[config.mk]
export PLATFORM = sky130hd
export DESIGN_NAME = contingency_table_builder
export DESIGN_NICKNAME = d
export VERILOG_FILES = /design/src/rtl/contingency_table_builder.sv
export SDC_FILE = /design/constraint.sdc
export NUM_CORES = 2
export LEC_CHECK = 0
export ABC_AREA = 1
export CORE_MARGIN = 2
export CORE_UTILIZATION = 50
export DETAILED_ROUTE_END_ITERATION = 16
export GPL_TIMING_DRIVEN = 0
export PLACE_DENSITY = 0.76
export SYNTH_ARGS = -nofsm -noshare
export SYNTH_HDL_FRONTEND = slang
export SYNTH_SLANG_ARGS = --single-unit
[constraint.sdc]
create_clock -name clk -period 10.9 [get_ports clk]
set_input_delay 1.635 -clock clk [delete_from_list [all_inputs] [get_ports clk]]
set_output_delay 1.635 -clock clk [all_outputs]
set_load 0.05 [all_outputs]
[src/rtl/contingency_table_builder.sv]
// Builds the 3x3x2 genotype-by-phenotype contingency table and sample count for one SNP pair
// from streamed one-hot bitplanes, then hands the result to the interaction-measure stage.
//
// state   | meaning
// IDLE    | waiting for start_in
// ACCUM   | accepting genotype words
// FLUSH   | draining the popcount pipeline after the last word
// WAIT_DS | result ready, waiting for the downstream stage to go idle
// EMIT    | one-cycle result pulse
module contingency_table_builder #(
   parameter int DATA_WIDTH = 16,
   parameter int WORD_WIDTH = 64
) (
   input  logic                      clk,
   input  logic                      rst,
   input  logic                      start_in,
   input  logic                      word_valid_in,
   input  logic                      word_last_in,
   input  logic                      word_class_in,
   input  logic [3*WORD_WIDTH-1:0]   a_geno_in,
   input  logic [3*WORD_WIDTH-1:0]   b_geno_in,
   output logic                      ready_out,
   input  logic                      downstream_busy_in,
   output logic [18*DATA_WIDTH-1:0]  joint_table_out,
   output logic [DATA_WIDTH-1:0]     n_out,
   output logic                      data_valid_out,
   output logic                      overflow_out,
   output logic                      busy_out
);

   localparam int PCW = $clog2(WORD_WIDTH) + 1;
   localparam int SW  = ((DATA_WIDTH > PCW) ? DATA_WIDTH : PCW) + 5;
   localparam logic [SW-1:0] MAX_CNT = (SW'(1) << DATA_WIDTH) - SW'(1);

   typedef enum logic [2:0] {
      S_IDLE,
      S_ACCUM,
      S_FLUSH,
      S_WAIT_DS,
      S_EMIT
   } state_t;

   state_t r_state;
   state_t w_state_nxt;

   logic [WORD_WIDTH-1:0] w_a_clean [3];
   logic [WORD_WIDTH-1:0] w_b_clean [3];
   logic [PCW-1:0]        w_pc      [9];
   logic                  w_accept;
   logic                  w_load;

   logic [PCW-1:0]        r_pc      [9];
   logic                  r_s1_valid;
   logic                  r_s1_class;

   logic [DATA_WIDTH-1:0] r_acc     [18];
   logic [DATA_WIDTH-1:0] r_n;
   logic                  r_ovf;

   logic [DATA_WIDTH-1:0] w_acc_nxt [18];
   logic [DATA_WIDTH-1:0] w_n_nxt;
   logic                  w_sat;
   logic [SW-1:0]         w_sum;
   logic [SW-1:0]         w_nsum;

   logic [18*DATA_WIDTH-1:0] r_table_out;
   logic [DATA_WIDTH-1:0]    r_n_out;
   logic                     r_ovf_out;

   function automatic logic [PCW-1:0] popcnt(input logic [WORD_WIDTH-1:0] v);
      logic [PCW-1:0] c;
      c = '0;
      for (int b = 0; b < WORD_WIDTH; b++) begin
         c = c + PCW'(v[b]);
      end
      return c;
   endfunction

   assign w_accept = word_valid_in && (r_state == S_ACCUM);
   assign w_load   = (r_state == S_WAIT_DS) && !downstream_busy_in;

   // A sample bit survives only if exactly one plane is set for that SNP.
   always_comb begin
      for (int g = 0; g < 3; g++) begin
         w_a_clean[g] = a_geno_in[g*WORD_WIDTH +: WORD_WIDTH]
                      & ~a_geno_in[((g+1)%3)*WORD_WIDTH +: WORD_WIDTH]
                      & ~a_geno_in[((g+2)%3)*WORD_WIDTH +: WORD_WIDTH];
         w_b_clean[g] = b_geno_in[g*WORD_WIDTH +: WORD_WIDTH]
                      & ~b_geno_in[((g+1)%3)*WORD_WIDTH +: WORD_WIDTH]
                      & ~b_geno_in[((g+2)%3)*WORD_WIDTH +: WORD_WIDTH];
      end
      for (int i = 0; i < 3; i++) begin
         for (int j = 0; j < 3; j++) begin
            w_pc[i*3+j] = popcnt(w_a_clean[i] & w_b_clean[j]);
         end
      end
   end

   always_ff @(posedge clk) begin
      if (rst) begin
         r_s1_valid <= 1'b0;
         r_s1_class <= 1'b0;
         for (int p = 0; p < 9; p++) r_pc[p] <= '0;
      end else begin
         r_s1_valid <= w_accept;
         if (w_accept) begin
            r_s1_class <= word_class_in;
            for (int p = 0; p < 9; p++) r_pc[p] <= w_pc[p];
         end
      end
   end

   // Saturating accumulation; only the tagged class's nine cells move.
   always_comb begin
      w_sat  = 1'b0;
      w_sum  = '0;
      w_nsum = SW'(r_n);
      for (int c = 0; c < 18; c++) begin
         w_acc_nxt[c] = r_acc[c];
         w_sum        = SW'(r_acc[c]) + SW'(r_pc[c%9]);
         if (r_s1_valid && (r_s1_class == (c >= 9))) begin
            if (w_sum > MAX_CNT) begin
               w_acc_nxt[c] = '1;
               w_sat        = 1'b1;
            end else begin
               w_acc_nxt[c] = w_sum[DATA_WIDTH-1:0];
            end
         end
      end
      for (int p = 0; p < 9; p++) begin
         w_nsum = w_nsum + SW'(r_pc[p]);
      end
      w_n_nxt = r_n;
      if (r_s1_valid) begin
         if (w_nsum > MAX_CNT) begin
            w_n_nxt = '1;
            w_sat   = 1'b1;
         end else begin
            w_n_nxt = w_nsum[DATA_WIDTH-1:0];
         end
      end
   end

   always_ff @(posedge clk) begin
      if (rst || ((r_state == S_IDLE) && start_in)) begin
         for (int c = 0; c < 18; c++) r_acc[c] <= '0;
         r_n   <= '0;
         r_ovf <= 1'b0;
      end else if (r_s1_valid) begin
         for (int c = 0; c < 18; c++) r_acc[c] <= w_acc_nxt[c];
         r_n <= w_n_nxt;
         if (w_sat) r_ovf <= 1'b1;
      end
   end

   always_ff @(posedge clk) begin
      if (rst) begin
         r_table_out <= '0;
         r_n_out     <= '0;
         r_ovf_out   <= 1'b0;
      end else if (w_load) begin
         for (int c = 0; c < 18; c++) r_table_out[c*DATA_WIDTH +: DATA_WIDTH] <= r_acc[c];
         r_n_out   <= r_n;
         r_ovf_out <= r_ovf;
      end
   end

   always_ff @(posedge clk) begin
      if (rst) r_state <= S_IDLE;
      else     r_state <= w_state_nxt;
   end

   always_comb begin
      w_state_nxt    = r_state;
      ready_out      = 1'b0;
      busy_out       = 1'b1;
      data_valid_out = 1'b0;
      case (r_state)
         S_IDLE: begin
            busy_out = 1'b0;
            if (start_in) w_state_nxt = S_ACCUM;
         end
         S_ACCUM: begin
            ready_out = 1'b1;
            if (word_valid_in && word_last_in) w_state_nxt = S_FLUSH;
         end
         S_FLUSH: begin
            // Stage 1 empty means stage 2 has absorbed the last word.
            if (!r_s1_valid) w_state_nxt = S_WAIT_DS;
         end
         S_WAIT_DS: begin
            if (!downstream_busy_in) w_state_nxt = S_EMIT;
         end
         S_EMIT: begin
            data_valid_out = 1'b1;
            w_state_nxt    = S_IDLE;
         end
         default: begin
            w_state_nxt = S_IDLE;
         end
      endcase
   end

   assign joint_table_out = r_table_out;
   assign n_out           = r_n_out;
   assign overflow_out    = r_ovf_out;

endmodule

==> results.tsv <==
stage	metric	value	unit
logic_synthesis	mapped cell area	54200	um^2
critical_path	Setup crit start kind	primary input	
critical_path	CP required	11280	ps
logic_synthesis	Synth top area share	0.206	
critical_path	worst-path maximum fanout	3	
cts	hold_buf cts	0	
cts	number of CTS-inserted buffers	70	
sta	endpoints failing hold	0	
cts	clk_lat worst skew	650	ps
logic_synthesis	Seq/Total Area, Yosys	0.315	
cts	postcts setup bufs	0	
detailed_routing	vias per inst	5.56	
hold_path	min-delay worst type	flop to flop	
floorplanning	# IOs	699	
status	status	complete, no violations	
logic_synthesis	EDFF count, synth	351	
cts	Clock Tree Buf Depth	3	
critical_path	Critical Path End Type	flop	
grt	GRT Overall Usage	0.351	
detailed_routing	Post-DRT Antenna Nets	0	
sta	max-slew violation count	0	
floorplanning	num rows	120	
pwr	leakage power	30.8	nW
critical_path	Setup CP Type	primary input to flop	
sta	RSZ-0062 raised after global routing	false	
finish	Design Area, Final	65800	um^2
cts	Clock Sink Count	678	
sta	Layout Skew	25.3	ps
detailed_routing	Pre-antenna DRT Iters	5	
detailed_routing	DR iter-0 viols	4509	
cts	root buffer cell	clkbuf_16	
logic_synthesis	Synth Flop Type	edfxtp_1	
detailed_routing	routed length per placed instance	22.5	um
detailed_routing	via count	49200	
cts	CTS tree	yes	
logic_synthesis	Unique masters post-synth	46	
grt	vias in the first global route	48400	
critical_path	CP max stage delay	600	ps
logic_synthesis	Synth warnings	0	
sta	Final setup viols	0	
logic_synthesis	asr flop ratio synth	0	
pwr	Worst VDD drop	0.264	mV
critical_path	Worst Path Arrival	8650	ps
finish	Layout fillers	9341	
floorplanning	initial core utilization	0.505	
logic_synthesis	Yosys reg bits	678	
pwr	Design Power	10.8	mW
logic_synthesis	cells after synthesis	6570	
placement	port bufs	698	
job	MaxCap Viol Count	0	
finish	Multi-input gate area	32200	um^2
grt	gr ovfl total	0	
critical_path	CP max stage cell	fa_1	
floorplanning	core box area	107000	um^2
finish	Core Util, Final	0.613	
finish	Sequential Area	17100	um^2
sta	Fin Setup TNS	0	ps
floorplanning	Die X-Extent	333	um
grt	first-pass GRT wire length	290000	um
floorplanning	Die Y	333	um
pwr	Power Dens Cells	165	nW/um^2
floorplanning	DIE AREA	111000	um^2
finish	commonest non-fill, non-tap cells in the layout	inv_1, nand2_1, nor2_1	
sta	Final Critical Period	8270	ps
logic_synthesis	Synth area leaders	fa_1, edfxtp_1, dfxtp_1	
logic_synthesis	cell taking the most area after synthesis	fa_1	
critical_path	Top cell by count, worst path	fa_1	
grt	largest net degree at the start of global routing	65	
detailed_routing	WL final	199000	um
finish	commonest non-fill, non-tap cell in the layout	inv_1	
sta	Slew HR	0.107	
placement	dpl cells	8685	
finish	Area Overhead vs Synth	21.3	%
placement	dpl cell area	63300	um^2
sta	Tcrit/Tclk final	0.759	
logic_synthesis	syn nets	7803	
sta	Peak Freq	0.121	GHz
finish	fin cells	8845	
detailed_routing	# DRC	0	
cts	H-tree depth	3	
logic_synthesis	Synth Area per Inst	8.25	um^2
placement	Final HPWL DP	167000	um
finish	final net count	8587	
cts	Post-CTS Resized	0	
cts	CTS clk-pin slew, worst paths	60	ps
grt	initial antenna violation count	61	
sta	Worst Tran Pin Value	1340	ps
finish	share of layout cells above drive strength 1	0.0337	
placement	GP Congestion	1.04	
-- logic make-up (layout without fill, tap and decap cells) --
kind of cell | Yosys count | in the layout | share of synthesized area
simple gates | 2575 | 2575 | 0.198
xor+xnor | 150 | 150 | 0.0242
compound gates | 1023 | 1023 | 0.0992
fa+ha+maj | 842 | 842 | 0.271
flops | 678 | 678 | 0.315
buf+inv | 1302 | 2144 | 0.0925
other cells | 0 | 30 | 0
-- report_power, final --
part           leakage [nW]  switching [mW]  internal, mW  total [mW]
clock                  1.15            1.09          1.44        2.53
sequential             6.41           0.470          3.18        3.65
combinational          23.2            2.93          1.72        4.65
-- worst max-delay path, delay by kind of cell --
family / cells / cell delay (ps)
buffers and inverters: 8 / 950
adders and majority gates: 10 / 4730
and+or+nand+nor: 3 / 690
AOI/OAI and AO/OA: 4 / 620
-- Yosys cell counts (2+ instances only) --
master,count
inv_1,1134
nor4_1,24
a31oi_1,30
xnor2_1,84
o21ai_1,2
nor3b_1,4
a21oi_1,461
a211oi_1,7
inv_2,10
buf_4,4
nor2_4,3
xor2_1,66
a21o_1,33
a22oi_1,4
or2_2,13
nor2_1,896
nor3_1,218
a21boi_0,14
edfxtp_1,351
nand3_1,339
dfxtp_1,327
a21oi_2,2
nand2_1,1007
o21bai_1,6
o31ai_1,2
ha_1,285
clkbuf_1,65
nand4_1,43
nand3b_1,22
fa_1,557
buf_2,87
a221oi_1,2
o211ai_1,9
o21ai_0,447
-- state kept, by name, summed over array words and instances, names as in the netlist --
name and cells:
overflow_out 1, r_n 16, joint_table_out 288, n_out 16, r_ovf 1, r_s1_class 1, r_s1_valid 1, r_pc 63
r_state 3, r_acc 288
-- path summary, 6_finish.rpt --
check,from,endpoint,slack [ps],cells past startpoint
hold / removal,r_n[1]$_SDFFE_PP0P_,n_out[1]$_SDFFE_PP0P_,510,2
setup reg to reg,r_pc[0][15]$_SDFFCE_PN0P_,r_n[3]$_SDFFE_PP0P_,5670,20
setup / recovery,b_geno_in[163],r_pc[0][62]$_SDFFCE_PN0P_,2630,25
hold reg to reg,r_n[1]$_SDFFE_PP0P_,n_out[1]$_SDFFE_PP0P_,510,2
-- layout make-up --
cell class,instances,share of cell area
repair buffers,712,0.111
plain buffers,158,0.0110
multi-input cells,4590,0.489
diodes,30,0.00114
clock inverters,33,0.00633
flip-flops and latches,678,0.260
clock buffers,97,0.0298
inverters,1144,0.0653
well taps,1403,0.0267
-- layer usage --
metal,part of all wire,up-vias,wire [um],track usage
met5,0.0015,-,297,0
met4,0.077,50,15200,0.236
met3,0.092,567,18200,0.0706
met2,0.47,2522,93000,0.587
met1,0.36,23300,71900,0.408
li1,-,22700,-,-
-- through the flow --
step	hold WS (ps)	worst slack, ps
after floorplan	455	-547
after global placement	491	-6900
after detailed placement	494	2030
after CTS	513	2660
after global routing	536	2260
final	512	2630
Power figures use the tool's default switching activity.
